===== config.mk =====
export PLATFORM = sky130hd
export DESIGN_NAME = tlv5618a_sched
export DESIGN_NICKNAME = d
export VERILOG_FILES = /design/src/rtl/tlv5618a_sched.sv
export SDC_FILE = /design/constraint.sdc
export NUM_CORES = 1
export LEC_CHECK = 0
export ABC_AREA = 1
export ABC_CLOCK_PERIOD_IN_PS = 4700
export BUFFER_PORTS_ARGS = -buffer_cell sky130_fd_sc_hd__buf_4
export CORE_ASPECT_RATIO = 2
export CORE_UTILIZATION = 61
export CTS_CLUSTER_SIZE = 10
export DETAILED_ROUTE_END_ITERATION = 6
export PLACE_DENSITY = 0.83
export SETUP_SLACK_MARGIN = 0.3
export SYNTH_ARGS = -nofsm -noshare
export SYNTH_HDL_FRONTEND = slang
export SYNTH_SLANG_ARGS = --single-unit

===== constraint.sdc =====
create_clock -name clk -period 4.7 [get_ports clk]
set_input_delay 0.235 -clock clk [delete_from_list [all_inputs] [get_ports clk]]
set_output_delay 0.235 -clock clk [all_outputs]
set_load 0.01 [all_outputs]

===== src/rtl/tlv5618a_sched.sv =====
// Two-channel sample scheduler feeding one TLV5618A dual DAC over its 16-bit serial link.
// Optional macro SCHED_PAIR_EN: when both channels are pending, send B (buffer) then A as a pair.
module tlv5618a_sched #(
    parameter int unsigned CLK_DIV = 4,
    parameter int unsigned CS_GAP  = 2,
    parameter logic        SPD     = 1'b1
) (
    input  logic        clk,
    input  logic        rst,
    input  logic [11:0] a_data,
    input  logic        a_valid,
    output logic        a_ready,
    input  logic [11:0] b_data,
    input  logic        b_valid,
    output logic        b_ready,
    output logic        dac_sclk,
    output logic        dac_din,
    output logic        dac_csn,
    output logic        busy,
    output logic        frame_done
);
    localparam int unsigned PHW = $clog2(2 * CLK_DIV);
    localparam int unsigned GW  = (CS_GAP > 1) ? $clog2(CS_GAP) : 1;

    typedef enum logic [1:0] {
        S_IDLE,
        S_LOAD,
        S_SHIFT,
        S_GAP
    } state_t;

    state_t          r_state, w_state_nxt;
    logic [PHW-1:0]  r_ph, w_ph_nxt;
    logic [3:0]      r_bit, w_bit_nxt;
    logic [GW-1:0]   r_gcnt, w_gcnt_nxt;
    logic [15:0]     r_sr, w_sr_nxt;
    logic            r_pend_a, r_pend_b;
    logic [11:0]     r_a_data, r_b_data;
    logic            w_clr_a, w_clr_b;
    logic            r_sclk, r_din, r_csn, r_done;
    logic            w_sclk_nxt, w_din_nxt, w_csn_nxt, w_done_nxt;
`ifdef SCHED_PAIR_EN
    logic            r_pair_q, w_pair_q_nxt;
    logic [11:0]     r_pair_data, w_pair_data_nxt;
`else
    logic            r_last_b, w_last_b_nxt;
`endif

    function automatic logic [15:0] f_word(input logic [1:0] r, input logic [11:0] d);
        return {r[1], SPD, 1'b0, r[0], d};
    endfunction

    assign a_ready    = ~r_pend_a & ~rst;
    assign b_ready    = ~r_pend_b & ~rst;
    assign busy       = (r_state != S_IDLE);
    assign dac_sclk   = r_sclk;
    assign dac_din    = r_din;
    assign dac_csn    = r_csn;
    assign frame_done = r_done;

    always_comb begin
        w_state_nxt = r_state;
        w_ph_nxt    = r_ph;
        w_bit_nxt   = r_bit;
        w_gcnt_nxt  = r_gcnt;
        w_sr_nxt    = r_sr;
        w_clr_a     = 1'b0;
        w_clr_b     = 1'b0;
        w_done_nxt  = 1'b0;
`ifdef SCHED_PAIR_EN
        w_pair_q_nxt    = r_pair_q;
        w_pair_data_nxt = r_pair_data;
`else
        w_last_b_nxt    = r_last_b;
`endif
        case (r_state)
            S_IDLE: begin
                if (r_pend_a || r_pend_b) begin
                    w_state_nxt = S_LOAD;
`ifdef SCHED_PAIR_EN
                    // A is parked aside so its holding register can refill during the pair
                    if (r_pend_a && r_pend_b) begin
                        w_sr_nxt        = f_word(2'b01, r_b_data);
                        w_clr_a         = 1'b1;
                        w_clr_b         = 1'b1;
                        w_pair_q_nxt    = 1'b1;
                        w_pair_data_nxt = r_a_data;
                    end else if (r_pend_a) begin
                        w_sr_nxt = f_word(2'b10, r_a_data);
                        w_clr_a  = 1'b1;
                    end else begin
                        w_sr_nxt = f_word(2'b00, r_b_data);
                        w_clr_b  = 1'b1;
                    end
`else
                    if (r_pend_a && (!r_pend_b || r_last_b)) begin
                        w_sr_nxt     = f_word(2'b10, r_a_data);
                        w_clr_a      = 1'b1;
                        w_last_b_nxt = 1'b0;
                    end else begin
                        w_sr_nxt     = f_word(2'b00, r_b_data);
                        w_clr_b      = 1'b1;
                        w_last_b_nxt = 1'b1;
                    end
`endif
                end
            end
            S_LOAD: begin
                w_state_nxt = S_SHIFT;
                w_ph_nxt    = '0;
                w_bit_nxt   = '0;
            end
            S_SHIFT: begin
                if (r_ph == PHW'(2 * CLK_DIV - 1)) begin
                    w_ph_nxt = '0;
                    if (r_bit == 4'd15) begin
                        w_state_nxt = S_GAP;
                        w_gcnt_nxt  = '0;
                        w_done_nxt  = 1'b1;
                    end else begin
                        w_bit_nxt = r_bit + 4'd1;
                        w_sr_nxt  = {r_sr[14:0], 1'b0};
                    end
                end else begin
                    w_ph_nxt = r_ph + PHW'(1);
                end
            end
            S_GAP: begin
                if (r_gcnt == GW'(CS_GAP - 1)) begin
                    w_state_nxt = S_IDLE;
`ifdef SCHED_PAIR_EN
                    if (r_pair_q) begin
                        w_state_nxt  = S_LOAD;
                        w_sr_nxt     = f_word(2'b10, r_pair_data);
                        w_pair_q_nxt = 1'b0;
                    end
`endif
                end else begin
                    w_gcnt_nxt = r_gcnt + GW'(1);
                end
            end
            default: w_state_nxt = S_IDLE;
        endcase

        // Pin values are registered from the next state so they change glitch-free on clk.
        w_csn_nxt  = !(w_state_nxt == S_LOAD || w_state_nxt == S_SHIFT);
        w_din_nxt  = w_csn_nxt ? 1'b0 : w_sr_nxt[15];
        w_sclk_nxt = !(w_state_nxt == S_SHIFT && w_ph_nxt >= PHW'(CLK_DIV));
    end

    always_ff @(posedge clk) begin
        if (rst) begin
            r_state  <= S_IDLE;
            r_ph     <= '0;
            r_bit    <= '0;
            r_gcnt   <= '0;
            r_sr     <= '0;
            r_pend_a <= 1'b0;
            r_pend_b <= 1'b0;
            r_a_data <= '0;
            r_b_data <= '0;
            r_sclk   <= 1'b1;
            r_din    <= 1'b0;
            r_csn    <= 1'b1;
            r_done   <= 1'b0;
`ifdef SCHED_PAIR_EN
            r_pair_q    <= 1'b0;
            r_pair_data <= '0;
`else
            r_last_b    <= 1'b1;
`endif
        end else begin
            r_state <= w_state_nxt;
            r_ph    <= w_ph_nxt;
            r_bit   <= w_bit_nxt;
            r_gcnt  <= w_gcnt_nxt;
            r_sr    <= w_sr_nxt;
            r_sclk  <= w_sclk_nxt;
            r_din   <= w_din_nxt;
            r_csn   <= w_csn_nxt;
            r_done  <= w_done_nxt;
`ifdef SCHED_PAIR_EN
            r_pair_q    <= w_pair_q_nxt;
            r_pair_data <= w_pair_data_nxt;
`else
            r_last_b    <= w_last_b_nxt;
`endif
            if (w_clr_a) begin
                r_pend_a <= 1'b0;
            end else if (a_valid && a_ready) begin
                r_pend_a <= 1'b1;
                r_a_data <= a_data;
            end
            if (w_clr_b) begin
                r_pend_b <= 1'b0;
            end else if (b_valid && b_ready) begin
                r_pend_b <= 1'b1;
                r_b_data <= b_data;
            end
        end
    end

endmodule


## After elaboration in Yosys (flattened, before gate mapping)

Index checks and enable logic that the tools add are counted.

| operators by class | value |
|---|---|
| bitwise gates (word level) | 10 |
| reductions and logical operators | 25 |
| eq/ne operators | 11 |
| add/subtract/negate cells | 3 |
| mux-type cells | 26 |
| magnitude comparators | 1 |

Operator list:

| kind | number |
|---|---|
| $mux 16 | 4 |
| $pmux 16 s2 | 1 |
| $mux 1 | 10 |
| $mux 2 | 4 |
| $mux 4 | 2 |
| $ne 2x2->1 const B | 4 |
| $not 1->1 | 8 |
| $pmux 2 s4 | 1 |
| $pmux 4 s2 | 1 |
| $reduce_bool 2->1 | 4 |
| $eq 2x2->1 const B | 3 |
| $pmux 3 s2 | 1 |
| $reduce_and 2->1 | 3 |
| $reduce_and 3->1 | 2 |
| $reduce_or 2->1 | 3 |
| $add 4x1->4 const B | 1 |
| $eq 2x1->1 const B | 2 |
| $eq 4x4->1 const B | 1 |
| $logic_and 1x1->1 | 4 |
| $reduce_and 4->1 | 1 |
| $add 3x1->3 const B | 1 |
| $eq 3x3->1 const B | 1 |
| $ge 3x3->1 const B | 1 |
| $logic_not 1->1 | 3 |
| other kinds (7) | 10 |

| storage, ports and cells | value |
|---|---|
| input bits | 28 |
| output and inout port bits | 7 |
| logic and storage cells | 91 |
| bits in registers | 57 |

## Longest topological paths before layout

| logic depth | value |
|---|---|
| depth after elaboration | 8 |
| gate-level depth with buffers | 12 |
| gate-level depth less buffers | 10 |

## Least setup slack after synthesis

No wires, ideal clock.

| path | value |
|---|---|
| path kind | reg-to-reg |
| start | register r_state[0] |
| end | register r_din (netlist: dac_din) |
| setup time | 0.070 ns |
| stages on the path, launching flop included | 12 |
| arrival time | 1.785 ns |
| slack | 2.845 ns |
| period minus slack after synthesis | 1.855 ns |
| buffers on the path | 1 |
| data required time | 4.630 ns |
| path through | dfxtp_1 inv_1 ha_1 buf_2 nand2_1 nand2_2 o21ai_0 o21ai_0 inv_1 ha_1 or2_2 a21oi_1 |

| between the ends | value |
|---|---|
| word-level cells in the longest chain between the ends | 7 |
| elaborated cells on any way between the ends | 15 |
| those cells by class | eq/ne: 5; mux: 6; bitwise: 1; reduce/logical: 3 |

RTL lines:

| item | RTL line | RTL |
|---|---|---|
| start, declared | 32 | `state_t r_state, w_state_nxt;` |
| start signal, assigned | 173 | `r_state <= w_state_nxt;` |
| $mux 2 | 116 | `if (r_bit == 4'd15) begin` |
| $mux 2 | 114 | `if (r_ph == PHW'(2 * CLK_DIV - 1)) begin` |
| $pmux 2 s4 | 76 | `case (r_state)` |
| $eq 2x1->1 / $eq 2x2->1 (equally long branches) | 146 | `w_csn_nxt = !(w_state_nxt == S_LOAD \|\| w_state_nxt == S_SHIFT);` |
| $logic_or 1x1->1 | 146 |  |
| $not 1->1 (no source line) | - |  |
| $reduce_or 2->1 (no source line) | - |  |
| end signal, assigned | 179 | `r_din <= w_din_nxt;` |
| end, declared | 40 | `logic r_sclk, r_din, r_csn, r_done;` |

Parallel ways exist; a longest one is shown, timed or not.
A chain may end at the register's enable or synchronous reset.

## Final worst setup path

| path | value |
|---|---|
| start | register r_state[1] |
| end | register r_din (netlist: dac_din) |

The elaborated chain is that of the path after synthesis.

==> summary by stage <==
Placement
The count of buffers added on input and output ports is 34. The weighted congestion reported at the end of routability-driven placement is 0.892. Summed over all nets, the half-perimeter wirelength after detailed placement is ~4.1 mm. Timing analysis after detailed placement gives a worst setup slack of 2480 ps. In this run the cell area measured after placement is 2960 µm².

Drt
Summed over all layers, the routed wires come to 5.71 mm. Dividing the detail-routed via count by the number of cells gives between 5 and 6. Dividing the detail-routed wire length by the instance count gives 12.0 µm. The number of detailed-route iterations in the first pass is 4. Summing over every cut layer, the via total after detailed routing is 2439.

The count of unresolved DRC violations after routing is 0. For this block, the initial DRC count from the detailed router was 58. The remaining number of nets flagged by the antenna check after routing is 0.

Synthesis
The area share of the largest cell type after synthesis is a little over two fifths. For this run, the number of Yosys warnings is 0. The flop and latch count out of synthesis is between 50 and 60. The mean instance size in the synthesized netlist is 6.98 µm². By area the synthesized netlist is led by sky130_fd_sc_hd__dfxtp_1, sky130_fd_sc_hd__nand2_1, sky130_fd_sc_hd__inv_1.

Sequential cells were found to cover between 40% and 50% of the synthesized design area. When the netlist entered floorplanning its net count stood at 427. The synthesized instance count is 391.

The cell area that synthesis handed to floorplanning was 2730 µm². The most area-hungry cell type in the Yosys netlist is sky130_fd_sc_hd__dfxtp_1. The area share of fa/ha/maj cells after synthesis is under 10%. The synthesized netlist devotes 10.9% of its cell area to compound gates. The main combinational cell family by area after synthesis is simple AND/OR/NAND/NOR gates.

The synthesized-area fraction occupied by and/or/nand/nor cells is 31.7%. The count of distinct cell types in the synthesized netlist is 33. Measured against the total synthesized area, the mux share comes to 0%. The synthesized-area fraction occupied by xor and xnor cells is 0%.

CTS
The buffer type at the clock tree root is sky130_fd_sc_hd__clkbuf_8. At the later pin of the worst-skew pair, clock insertion delay measures roughly 330 ps. TritonCTS built the clock tree. The post-CTS repair timing setup buffer count is 0. The number of buffers inserted by hold repair at cts is 0. The clock transition at the registers of the reported paths is about 60 ps. Clock tree synthesis inserted a total of 9 buffers. The sink count of the clock tree is 57. The count of instances resized after the clock tree is built is 0. The H-tree generated during clock tree synthesis spans 3 levels. The buffer depth of the longest clock path is 2.

Worst hold path
The worst hold path startpoint is b_data[11]. The worst hold path belongs to the class input pin to flip-flop. The worst hold path passes through 3 cells.

Cells and area
The repair_antennas step left the layout with diodes totalling 0. The fraction of final layout cells sized beyond drive strength 1 is 14.5%. After routing the design area is 3150 µm².

The area overhead of the layout relative to synthesis is 15.4%. For this run, the post-layout net count is 453. The number of filler cells placed in the layout is roughly 400.

Timing
The slew at the pin closest to its max-slew limit is 575 ps. The final setup TNS is 0 ps. The minimum clock period after layout is ~2300 ps.

In the finished design, the share of the clock period the worst path needs comes to 48.0%. Timing would allow up to 0.444 GHz. In this run the tightest slew margin relative to its limit is 61.6%. The total count of max-transition violations in the final report is 0.

The count of endpoints failing hold in the final timing report is 0. The setup slack after layout is 2450 ps. Clock skew on the completed layout was measured at a little over 7 ps.

The setup-violating endpoint count in the final report is 0. Setup repair after global routing left no endpoint under its margin.

Global routing
The initial antenna violation count is 0. Entering global routing, the biggest net connects 42 pins. The overall fraction of global-route tracks in use is 26.5%. The via count of the first global-routing pass came to 2345. The first global-routing pass estimated 9.66 mm of wire. The leftover overflow at the end of global routing is 0.

Floorplan
For this design the top-level I/O count stands at 35. The number of core rows is 34. The width of the chip is 49.3 µm. The y dimension of the die is 96.6 µm. The die covers 4760 µm². The core box area is 4340 µm². The initial utilization of the core area, before any placement, comes to 62.9%.

Critical path
The worst setup path is captured at a flip-flop. The required time of the worst setup path is 4970 ps. The type of the worst setup path is flip-flop to flip-flop. For this run, the slowest stage of the critical path takes 350 ps. The largest fanout on the critical path is 16.

The slowest stage cell on the critical path is sky130_fd_sc_hd__ha_1. The critical path crosses 10 cells after its start point. Tracing the worst setup path back leads to its startpoint at r_state[1]. The critical path's top delay family is simple AND/OR/NAND/NOR gates. The critical path startpoint category is a flip-flop. Walking the worst path, the cells encountered are inv_1 > ha_1 > nand2_1 > nand2_2 > o21ai_0 > o21ai_0 > inv_1 > ha_1 > or2_2 > a21oi_1. The number of buffers and inverters on the critical path is 2.

The number of cells on the worst reg-to-reg path is 10. The arrival time of the worst setup path is 2520 ps. The worst register-to-register path begins at r_state[1].

Run status
The run finished with clean final reports.

Run
Across the run, the number of max-cap violations was 0.

Power and ir drop
For this design the static power due to leakage is 1.45 nW. Power spread over the standard cell area amounts to 442 nW/µm². VDD sags by at most 0.320 mV.
## tightest hold or removal path, cell delays in order
cell and delay [ps]:
sky130_fd_sc_hd__buf_4 70, sky130_fd_sc_hd__nand2_1 40, sky130_fd_sc_hd__o31ai_1 50
## metrics by stage
step                std cells  utilization [%]  power (mW)  hold slack [ps]
floorplan                 391                -       0.868              348
global placement          460             68.1       0.935              432
detailed placement        460             68.1       0.946              437
CTS                       475             72.6        1.40             81.9
global route              475             72.6        1.48             95.2
finish                    475             72.6        1.39             95.4
## cells by family after synthesis
| kind of cell | after synthesis |
|---|---|
| and+or+nand+nor | 204 |
| buffers and inverters | 77 |
| DFF | 57 |
| AOI/OAI and AO/OA | 45 |
| adders and majority gates | 8 |
## registers in the layout (all words and copies together) (netlist names), named ones only
register and count:
dac_sclk 1, r_sr 16, frame_done 1, r_b_data 12
r_gcnt 1, r_pend_a 1, r_a_data 12, r_ph 1
dac_csn 1, r_pend_b 1, r_state 2, dac_din 1
r_bit 4, r_last_b 1
## synthesized netlist by cell type, drive strengths merged
| cell | n |
|---|---|
| a211oi | 2 |
| ha | 8 |
| clkinv | 1 |
| nor3 | 4 |
| nand3 | 36 |
| nor3b | 1 |
| a21boi | 1 |
| o211ai | 1 |
| buf | 18 |
| or2 | 1 |
| o211a | 1 |
| nand2 | 108 |
| a21oi | 12 |
| nor2 | 51 |
| nand4 | 2 |
| dfxtp | 57 |
| o21ai | 5 |
| inv | 55 |
| nand3b | 1 |
| o31ai | 23 |
| clkbuf | 3 |
## cell usage in the layout (no fill, tap or decap), types with 4 or more instances in the layout
master / instances
sky130_fd_sc_hd__ha_1: 8
sky130_fd_sc_hd__nand3_1: 35
sky130_fd_sc_hd__dfxtp_1: 57
sky130_fd_sc_hd__clkbuf_8: 11
sky130_fd_sc_hd__a21oi_1: 12
sky130_fd_sc_hd__o31ai_1: 23
sky130_fd_sc_hd__nor2_1: 49
sky130_fd_sc_hd__buf_4: 36
sky130_fd_sc_hd__o21ai_0: 4
sky130_fd_sc_hd__inv_1: 52
sky130_fd_sc_hd__nand2_1: 106
## power breakdown
part           switching (mW)  total [mW]  internal (mW)
Sequential             0.0302       0.581          0.550
Combinational           0.230       0.360          0.130
Clock                   0.182       0.451          0.269
Total                   0.442        1.39          0.949
## worst paths after layout
path / endpoint / slack [ps]
min: r_b_data[11] / 100
max reg2reg: dac_din / 2450
max: dac_din / 2450
min reg2reg: r_sr[12] / 460
## per-layer routing
layer  vias to the layer above  part of all wire, %  global-route usage (%)
met5                         -                    0                       0
met4                         0                  4.1                    17.2
met3                        21                  2.8                    6.13
met2                        54                   53                    47.1
met1                      1077                   40                    26.2
li1                       1287                    -                       -
## layout make-up
type | instances | area (µm²) | area share [%]
clock buffers | 12 | 155 | 4.92
clock inverters | 3 | 40.0 | 1.27
inverters | 56 | 213 | 6.75
multi-input cells | 257 | 1260 | 40.1
flip-flops and latches | 57 | 1140 | 36.2
well taps | 54 | 67.6 | 2.14
repair buffers | 36 | 270 | 8.58
(Power assumes the default switching activity.)
